### src/rtl/spi_cfg_pkg.sv
`default_nettype none
// +----------------------------------------------------------------------------+
// | spi_cfg_pkg                                                                |
// | Frame geometry, register map and FSM states for the SPI write sequencer.  |
// | Rev 1.0                                                                    |
// +----------------------------------------------------------------------------+
package spi_cfg_pkg;

  localparam int FRAME_W   = 16;
  localparam int ADDR_W    = 7;
  localparam int DATA_W    = 8;
  localparam int WRITE_BIT = 15;

  localparam logic [ADDR_W-1:0] EN_OUT_7_0  = 7'd0;
  localparam logic [ADDR_W-1:0] EN_OUT_15_8 = 7'd1;
  localparam logic [ADDR_W-1:0] PWM_EN_7_0  = 7'd2;
  localparam logic [ADDR_W-1:0] PWM_EN_15_8 = 7'd3;
  localparam logic [ADDR_W-1:0] PWM_DUTY    = 7'd4;

  localparam logic [ADDR_W-1:0] MAX_ADDR_DEFAULT = PWM_DUTY;

  typedef enum logic [2:0] {
    ST_IDLE     = 3'd0,
    ST_SETUP    = 3'd1,
    ST_SHIFT_HI = 3'd2,
    ST_SHIFT_LO = 3'd3,
    ST_GAP      = 3'd4
  } state_t;

  function automatic logic [FRAME_W-1:0] build_frame(
    input logic [ADDR_W-1:0] addr,
    input logic [DATA_W-1:0] data
  );
    return {1'b1, addr, data};
  endfunction

endpackage
`default_nettype wire

### src/rtl/spi_phase_timer.sv
`default_nettype none
// +----------------------------------------------------------------------------+
// | spi_phase_timer                                                            |
// | Loadable down-counter; o_tick is high while the count sits at zero.       |
// | Rev 1.0                                                                    |
// +----------------------------------------------------------------------------+
module spi_phase_timer #(
  parameter int CNT_W = 2
) (
  input  logic             clk,
  input  logic             rst,
  input  logic             i_load,
  input  logic [CNT_W-1:0] i_value,
  output logic             o_tick
);

  logic [CNT_W-1:0] r_cnt;

  always_ff @(posedge clk or posedge rst) begin
    if (rst) begin
      r_cnt <= '0;
    end else if (i_load) begin
      r_cnt <= i_value;
    end else if (r_cnt != '0) begin
      r_cnt <= r_cnt - 1'b1;
    end
  end

  assign o_tick = (r_cnt == '0);

endmodule
`default_nettype wire

### src/rtl/spi_write_sequencer.sv
`default_nettype none
// +----------------------------------------------------------------------------+
// | spi_write_sequencer                                                        |
// | Turns (addr, data) write requests into mode-0, MSB-first 16-bit SPI frames.|
// | Rev 1.0                                                                    |
// +----------------------------------------------------------------------------+
module spi_write_sequencer
  import spi_cfg_pkg::*;
#(
  parameter int                CLK_DIV  = 4,
  parameter int                NCS_GAP  = 4,
  parameter logic [ADDR_W-1:0] MAX_ADDR = MAX_ADDR_DEFAULT
) (
  input  logic              clk,
  input  logic              rst,
  input  logic              req_valid,
  input  logic [ADDR_W-1:0] req_addr,
  input  logic [DATA_W-1:0] req_data,
  output logic              req_ready,
  output logic              busy,
  output logic              done,
  output logic              err,
  output logic              sclk,
  output logic              copi,
  output logic              ncs
);

  localparam int CNT_MAX = (CLK_DIV > NCS_GAP) ? CLK_DIV : NCS_GAP;
  localparam int CNT_W   = $clog2(CNT_MAX);
  localparam logic [CNT_W-1:0] C_DIV_LOAD = CNT_W'(CLK_DIV - 1);
  localparam logic [CNT_W-1:0] C_GAP_LOAD = CNT_W'(NCS_GAP - 1);

  state_t             r_state;
  logic [3:0]         r_bit;
  logic [FRAME_W-1:0] r_shift;
  logic               r_ready;
  logic               r_busy;
  logic               r_done;
  logic               r_err;
  logic               r_sclk;
  logic               r_copi;
  logic               r_ncs;

  logic               w_tick;
  logic               w_accept;
  logic               w_reject;
  logic               w_last_bit;
  logic               w_load;
  logic [CNT_W-1:0]   w_load_val;
  logic [FRAME_W-1:0] w_frame;

  assign w_frame    = build_frame(req_addr, req_data);
  assign w_accept   = (r_state == ST_IDLE) && req_valid && (req_addr <= MAX_ADDR);
  assign w_reject   = (r_state == ST_IDLE) && req_valid && (req_addr > MAX_ADDR);
  assign w_last_bit = (r_bit == 4'(FRAME_W - 1));

  // Every phase boundary reloads the timer; only the final SHIFT_LO loads the gap length.
  always_comb begin
    w_load     = 1'b0;
    w_load_val = C_DIV_LOAD;
    case (r_state)
      ST_IDLE:     w_load = w_accept;
      ST_SETUP,
      ST_SHIFT_HI: w_load = w_tick;
      ST_SHIFT_LO: begin
        w_load = w_tick;
        if (w_last_bit) begin
          w_load_val = C_GAP_LOAD;
        end
      end
      default:     w_load = 1'b0;
    endcase
  end

  spi_phase_timer #(
    .CNT_W (CNT_W)
  ) u_timer (
    .clk     (clk),
    .rst     (rst),
    .i_load  (w_load),
    .i_value (w_load_val),
    .o_tick  (w_tick)
  );

  always_ff @(posedge clk or posedge rst) begin
    if (rst) begin
      r_state <= ST_IDLE;
      r_bit   <= '0;
      r_shift <= '0;
      r_ready <= 1'b1;
      r_busy  <= 1'b0;
      r_done  <= 1'b0;
      r_err   <= 1'b0;
      r_sclk  <= 1'b0;
      r_copi  <= 1'b0;
      r_ncs   <= 1'b1;
    end else begin
      r_done <= 1'b0;
      r_err  <= 1'b0;
      case (r_state)
        ST_IDLE: begin
          if (w_accept) begin
            r_shift <= w_frame;
            r_copi  <= w_frame[WRITE_BIT];
            r_bit   <= '0;
            r_ncs   <= 1'b0;
            r_busy  <= 1'b1;
            r_ready <= 1'b0;
            r_state <= ST_SETUP;
          end else if (w_reject) begin
            r_err <= 1'b1;
          end
        end
        ST_SETUP: begin
          if (w_tick) begin
            r_sclk  <= 1'b1;
            r_state <= ST_SHIFT_HI;
          end
        end
        ST_SHIFT_HI: begin
          if (w_tick) begin
            r_sclk  <= 1'b0;
            r_state <= ST_SHIFT_LO;
            // Rotate so the next bit sits at the MSB; after the last bit copi just holds.
            if (!w_last_bit) begin
              r_shift <= {r_shift[FRAME_W-2:0], r_shift[FRAME_W-1]};
              r_copi  <= r_shift[WRITE_BIT-1];
            end
          end
        end
        ST_SHIFT_LO: begin
          if (w_tick) begin
            if (w_last_bit) begin
              r_ncs   <= 1'b1;
              r_copi  <= 1'b0;
              r_done  <= 1'b1;
              r_state <= ST_GAP;
            end else begin
              r_bit   <= r_bit + 4'd1;
              r_sclk  <= 1'b1;
              r_state <= ST_SHIFT_HI;
            end
          end
        end
        ST_GAP: begin
          if (w_tick) begin
            r_busy  <= 1'b0;
            r_ready <= 1'b1;
            r_state <= ST_IDLE;
          end
        end
        default: begin
          r_state <= ST_IDLE;
          r_ready <= 1'b1;
          r_busy  <= 1'b0;
          r_sclk  <= 1'b0;
          r_copi  <= 1'b0;
          r_ncs   <= 1'b1;
        end
      endcase
    end
  end

  assign req_ready = r_ready;
  assign busy      = r_busy;
  assign done      = r_done;
  assign err       = r_err;
  assign sclk      = r_sclk;
  assign copi      = r_copi;
  assign ncs       = r_ncs;

endmodule
`default_nettype wire

### config.mk
export PLATFORM = sky130hd
export DESIGN_NAME = spi_write_sequencer
export DESIGN_NICKNAME = d
export VERILOG_FILES = /design/src/rtl/spi_cfg_pkg.sv /design/src/rtl/spi_phase_timer.sv /design/src/rtl/spi_write_sequencer.sv
export SDC_FILE = /design/constraint.sdc
export NUM_CORES = 1
export LEC_CHECK = 0
export BUFFER_PORTS_ARGS = -buffer_cell sky130_fd_sc_hd__clkbuf_2
export CAP_MARGIN = 10
export CORE_MARGIN = 5
export CORE_UTILIZATION = 55
export CTS_BUF_LIST = sky130_fd_sc_hd__clkbuf_4 sky130_fd_sc_hd__clkbuf_8 sky130_fd_sc_hd__clkbuf_16
export DETAILED_ROUTE_END_ITERATION = 8
export PLACE_DENSITY_LB_ADDON = 0.05
export SYNTH_ARGS = -nofsm -noshare
export SYNTH_HDL_FRONTEND = slang
export SYNTH_SLANG_ARGS = --single-unit
### constraint.sdc
create_clock -name clk -period 2.16 [get_ports clk]
set_input_delay 0.216 -clock clk [delete_from_list [all_inputs] [get_ports clk]]
set_output_delay 0.216 -clock clk [all_outputs]
set_load 0.01 [all_outputs]
==> results of run 1 <==
==> layout by cell type, fill, tap and decap left out, types with 2 or more instances in the layout <==
master,synthesis,final
nand3_1,3,3
nor2_1,22,22
clkbuf_4,0,6
dfrtp_1,30,30
inv_1,10,10
o221ai_1,2,2
a21o_1,2,2
nand4_1,3,3
nand2b_1,2,2
ha_1,2,2
o21ai_0,6,6
a21oi_1,24,24
a211oi_2,2,2
and3_1,3,3
mux2i_1,16,16
clkbuf_2,0,24
buf_4,2,4
nor3_1,3,3
a21boi_0,2,2
nand2_1,12,12
dfstp_2,2,2
mux2_2,2,2
==> critical path, cell delays in order (launching register included) <==
cell and delay (ps):
dfrtp_1 400, inv_1 80, ha_1 370, nand3b_1 160, a21oi_1 90, a211oi_2 340
mux2_2 390
==> worst max-delay path by stage <==
| stage | from | to | slack (ps) | depth (start not counted) |
|---|---|---|---|---|
| 2_1_floorplan | r_bit[0] | r_bit[0] | 490 | 5 |
| 3_3_place_gp | u_timer.r_cnt[0] | r_bit[0] | 350 | 6 |
| 3_5_place_dp | u_timer.r_cnt[0] | r_bit[0] | 260 | 6 |
| 4_1_cts | u_timer.r_cnt[0] | r_bit[0] | 220 | 6 |
| 5_1_grt | u_timer.r_cnt[0] | r_bit[0] | 6 | 6 |
| 6_report | u_timer.r_cnt[0] | r_bit[0] | 210 | 6 |
==> area by class of cell <==
class	instances	area, um2
clock inverters	2	35.03
clock buffers	6	45.04
multi-input cells	116	734.5
fillers	223	927.1
flip-flops and latches	32	803.3
repair buffers	29	160.2
inverters	10	37.54
well taps	31	38.79
==> registers in the layout, summed over array words and instances, names as in the netlist <==
register and count:
r_bit 4, sclk 1, r_shift 16, u_timer.r_cnt 2
req_ready 1, ncs 1, err 1, copi 1
r_state 3, busy 1, done 1
==> routing by layer <==
metal | routed length, um | track usage [%]
met1 | 1300 | 18.95
met2 | 1658 | 32.34
met3 | 137 | 5.254
met4 | 53 | 6.361
met5 | 0 | 0
==> metrics by stage <==
step	cell area, um2	utilization, %
6_report	1854	66.67
3_5_place_dp	1764	63.43
2_1_floorplan	1620	-
3_3_place_gp	1764	63.43
4_1_cts	1854	66.67
5_1_grt	1854	66.67
==> logic make-up after synthesis <==
kind of cell               after synthesis  share of synthesized area, %
adders and majority gates                2                         1.544
DFF                                     32                         49.58
buffers and inverters                   19                         5.096
muxes                                   18                         11.27
and+or+nand+nor                         55                         17.53
AOI/OAI and AO/OA                       41                         14.98
==> what timing repair did <==
item,in CTS,in global routing
endpoints found under the setup margin,0,0
hold endpoints to repair,11,0
hold buffers,1,0
==> where the power goes <==
part           switching [W]  internal (W)  total (W)  leakage (nW)
combinational       0.000442      0.000377   0.000819         0.569
clock               0.000205      0.000255   0.000460        0.0456
sequential          0.000182      0.000830    0.00101         0.359
==> summary.md, run 1 <==
| Metric | Value |
|---|---|
| Status | `finished, final reports clean` |
| Clock Tree Buf Depth | `2` |
| Die height | `64.28 um` |
| Share of cells above drive strength 1 | `22.56%` |
| Maxcap violations | `0` |
| Library cells used by synthesis | `33` |
| Worst flop-to-flop path endpoint | `r_bit[0]` |
| Nets@finish | `214` |
| Fin Hold WS | `168.8 ps` |
| Max VDD drop | `0.0008416 V` |
| Place WS | `258.8 ps` |
| Top cells by area, synth | `dfrtp_1, mux2i_1, a21oi_1` |
| Most common cell in the netlist | `dfrtp_1` |
| Slack of the critical path | `213.1 ps` |
| Via density | `5.761` |
| Mapped Nets | `187` |
| Worst Path Arrival | `2170 ps` |
| Sinks on Clock Net | `32` |
| Hold Path Class | `in -> reg` |
| H-tree depth | `2` |
| Post-synth EDFFs | `0` |
| Area of the core | `0.002781 mm2` |
| WHS Endpoint | `r_shift[1]` |
| Initial Utilization | `58.25%` |
| Antenna Cells | `0` |
| Fin. Hold Viols | `0` |
| Post-CTS resize count | `0` |
| Final std cells w/o fill | `226` |
| DR iter-0 viols | `39` |
| Synth Flop Type | `dfrtp_1` |
| Io pins | `25` |
| Tmin final | `1947 ps` |
| Later-pin clock latency in the skew report | `340 ps` |
| Top-area cell type share of the netlist area | `46.33%` |
| CP startpoint kind | `flip-flop` |
| Grt total ovfl | `0` |
| Total power | `0.002291 W` |
| Synth area leader | `dfrtp_1` |
| Slew HR | `69.20%` |
| CTS Buf Count | `5` |
| Vias in the first global route | `1367` |
| Worst setup EP type | `flip-flop` |
| Cell Rows | `19` |
| Tightest Pin Transition | `462.0 ps` |
| Clk Tree Root Cell | `clkbuf_4` |
| Placed cell count | `217` |
| # port buffers | `24` |
| Pwr per Cell Area | `1235 mW/mm2` |
| Worst r2r src | `u_timer.r_cnt[0]` |
| Clk pin slew, worst setup/hold paths | `100 ps` |
| Hpwl dp | `2350 um` |
| Crit-path max FO | `12` |
| RSZ-0062 raised after global routing | `no` |
| RD Place Congestion | `0.7938` |
| Hold Crit Depth | `3` |
| DRT Wirelength | `3149 um` |
| Post-Synthesis Cells | `167` |
| Die Span X | `64.28 um` |
| Synth cell count leaders | `dfrtp_1, a21oi_1, nor2_1` |
| R2R cell count | `6` |
| Vias | `1302` |
| Antenna violations before repair | `0` |
| CP Data Required Time | `2380 ps` |
| Die Area | `0.004131 mm2` |
| Post-synth ARST share | `100.0%` |
| Launch point of the worst hold path | `req_data[1]` |
| Wire per inst | `13.93 um` |
| Syn avg cell area | `9.702 um2` |
| Yosys reg bits | `32` |
| Area Overhead vs Synth | `14.44%` |
| Largest net degree at the start of global routing | `32` |
| Max Freq | `513.6 MHz` |
| Drt pass-1 iters | `4` |
| Pins over their slew limit | `0` |
| Total track usage | `17.67%` |
| Global-route wire length before repair | `5809 um` |
| DRT antenna net count | `0` |
| Cell leakage power | `0.9733 nW` |
| Period utilisation layout | `90.13%` |
| Mapped Area | `0.001620 mm2` |
| Clock Skew | `12.03 ps` |
| Post-CTS setup repair buffer count | `0` |
| Crit Path Category | `reg -> reg` |
| Setup TNS | `0 ps` |
| Flop-to-flop setup slack | `210 ps` |
| CTS tree | `done` |
| # DRC | `0` |
| Final setup violating endpoints | `0` |
| Register area share after synthesis | `49.58%` |
| Synthesis Warnings | `0` |
No activity file was read; power rests on OpenSTA's default activity.
==> inputs of run 2 (changes only) <==
- clock period: 2.16 -> 2.11 ns (I/O delays scaled with it)
==> summary.md, run 2 (synthesis gave the netlist of run 1 again) <==
| Metric | Value |
|---|---|
| Slew HR | `69.09% (-0.11 points)` |
| Total track usage | `17.61% (-0.056 points)` |
| Period utilisation layout | `93.11% (+3.0 points)` |
| Die Area | `0.004131 mm2 (unchanged)` |
| Io pins | `25 (unchanged)` |
| R2R cell count | `6 (unchanged)` |
| CTS Buf Count | `5 (unchanged)` |
| Wire per inst | `14.23 um (+2.1%)` |
| Pwr per Cell Area | `1270 mW/mm2 (+2.8%)` |
| Clock Skew | `11.91 ps (-0.1146 ps)` |
| # DRC | `0 (unchanged)` |
| Filler cells | `232 (+4.0%)` |
| Grt met3 use | `6.305% (+1.1 points)` |
| Tmin final | `1965 ps (+17.79 ps)` |
| Area Overhead vs Synth | `14.44% (unchanged)` |
| Most flops, register | `r_shift` |
| DRT Wirelength | `3215 um (+2.1%)` |
| Cell Rows | `19 (unchanged)` |
| Fin Hold WS | `156.0 ps (-12.76 ps)` |
| Pins over their slew limit | `0 (unchanged)` |
| Setup TNS | `0 ps (unchanged)` |
| Total power | `0.002355 W (+2.8%)` |
| Worst r2r src | `u_timer.r_cnt[0]` |
| Slowest stage delay, CP | `400 ps (about the same)` |
| CP startpoint kind | `flip-flop` |
| RD Place Congestion | `0.7827 (-1.4%)` |
| Global-route wire length before repair | `5796 um (-0.22%)` |
| Nets@finish | `214 (unchanged)` |
| Launch point of the worst hold path | `req_valid` |
| # port buffers | `24 (unchanged)` |
| Area of the core | `0.002781 mm2 (unchanged)` |
| Placed cell count | `217 (unchanged)` |
| CP cell instances | `inv_1 > ha_1 > nand3b_1 > a21oi_1 > a211oi_2 > mux2_2` |
| Util after Layout | `66.67% (unchanged)` |
| Grt total ovfl | `0 (unchanged)` |
| Slowest stage cell, crit path | `dfrtp_1` |
| DR iter-0 viols | `50 (+28%)` |
| CTS tree | `done` |
| Met2 GRT Util | `29.60% (-2.7 points)` |
| Share of cells above drive strength 1 | `22.56% (unchanged)` |
| Die Span X | `64.28 um (unchanged)` |
| Gr busiest metal | `met2` |
| Sinks on Clock Net | `32 (unchanged)` |
| Status | `finished, final reports clean` |
| Antenna Cells | `0 (unchanged)` |
| Max FFs per register | `16 (unchanged)` |
| Via density | `5.858 (+1.7%)` |
| Post-CTS resize count | `0 (unchanged)` |
| Hold Path Class | `in -> reg` |
| Met1 usage | `20.67% (+1.7 points)` |
| Initial Utilization | `58.25% (unchanged)` |
| Clk Tree Root Cell | `clkbuf_4` |
| Maxcap violations | `0 (unchanged)` |
| Largest net degree at the start of global routing | `33 (+3.1%)` |
| Crit-path max FO | `12 (unchanged)` |
| Worst setup EP type | `flip-flop` |
| Commonest non-fill, non-tap cell in the layout | `dfrtp_1` |
| Vias in the first global route | `1320 (-3.4%)` |
| Crit Path Category | `reg -> reg` |
| Antenna violations before repair | `0 (unchanged)` |
| RSZ-0062 raised after global routing | `no` |
| Fin. Hold Viols | `0 (unchanged)` |
| WHS Endpoint | `err` |
| H-tree depth | `2 (unchanged)` |
| Hold Crit Depth | `2 (-1)` |
| Commonest cells after routing, fill and taps aside | `dfrtp_1, a21oi_1, clkbuf_2, nor2_1, mux2i_1` |
| Max VDD drop | `0.0009992 V (+19%)` |
| Hpwl dp | `2310 um (-1.7%)` |
| Worst Path Arrival | `2200 ps (+30 ps)` |
| Biggest regs | `r_shift: 16 flops, r_bit: 4 flops, r_state: 3 flops` |
| Final std cells w/o fill | `226 (unchanged)` |
| Final setup violating endpoints | `0 (unchanged)` |
| Tightest Pin Transition | `463.7 ps (+1.695 ps)` |
| Worst flop-to-flop path endpoint | `r_bit[0]` |
| CP Data Required Time | `2340 ps (-40 ps)` |
| Clock Tree Buf Depth | `2 (unchanged)` |
| Max Freq | `509.0 MHz (-0.91%)` |
| Cell leakage power | `0.9733 nW (unchanged)` |
| Die height | `64.28 um (unchanged)` |
| Drt pass-1 iters | `4 (unchanged)` |
| Vias | `1324 (+1.7%)` |
| Clk pin slew, worst setup/hold paths | `110 ps (about the same)` |
| DRT antenna net count | `0 (unchanged)` |
| Flop-to-flop setup slack | `150 ps (-70 ps)` |
| Later-pin clock latency in the skew report | `340 ps (about the same)` |
## run 2: power breakdown
group	total, W	leakage (nW)	internal, W	switching (W)
combinational	0.000849	0.569	0.000387	0.000462
clock	0.000473	0.0456	0.000261	0.000212
sequential	0.00103	0.359	0.000850	0.000183
total	0.00236	0.973	0.00150	0.000857
## run 2: worst max path at each step
stage                          start        to  slack (ps)  depth (start not counted)
global route        u_timer.r_cnt[0]  r_bit[0]          40                          6
finish              u_timer.r_cnt[0]  r_bit[0]         150                          6
global placement    u_timer.r_cnt[0]  r_bit[0]         290                          6
detailed placement  u_timer.r_cnt[0]  r_bit[0]         170                          6
floorplan                   r_bit[0]  r_bit[0]         440                          5
CTS                 u_timer.r_cnt[0]  r_bit[0]         160                          6
## run 2: final cells by class
| type | count | area, um2 | area share, % |
|---|---|---|---|
| sequential | 32 | 803.3 | 43.32 |
| multi-input combinational | 116 | 734.5 | 39.61 |
| timing repair buffer | 29 | 160.2 | 8.637 |
| clock buffer | 6 | 45.04 | 2.429 |
| tap | 31 | 38.79 | 2.092 |
| inverter | 10 | 37.54 | 2.024 |
| clock inverter | 2 | 35.03 | 1.889 |
## run 2: layer usage
layer	wire length, um	up-vias	share of wire [%]
met5	0	-	0
met1	1317	640	41
met2	1668	41	52
met3	184	6	5.7
met4	45	0	1.4
li1	-	637	-
## run 2: what timing repair did
item / in CTS / in global routing
hold buffers: 1 / 0
setup buffers: 0 / 0
hold endpoints to repair: 30 / 0
## run 2: critical path, delay by kind of cell, from the launching register on
family          cells  cell delay (ps)
fa+ha+maj           1              390
compound gates      2              440
mux                 1              380
buf+inv             1               80
simple gates        1              160
flops               1              400
## run 2: through the flow
stage / setup slack [ps] / instance area [um2]
2_1_floorplan: 443.5 / 1620
3_3_place_gp: 289.7 / 1764
3_5_place_dp: 170.5 / 1764
4_1_cts: 158.3 / 1854
5_1_grt: 35.64 / 1854
6_report: 145.3 / 1854
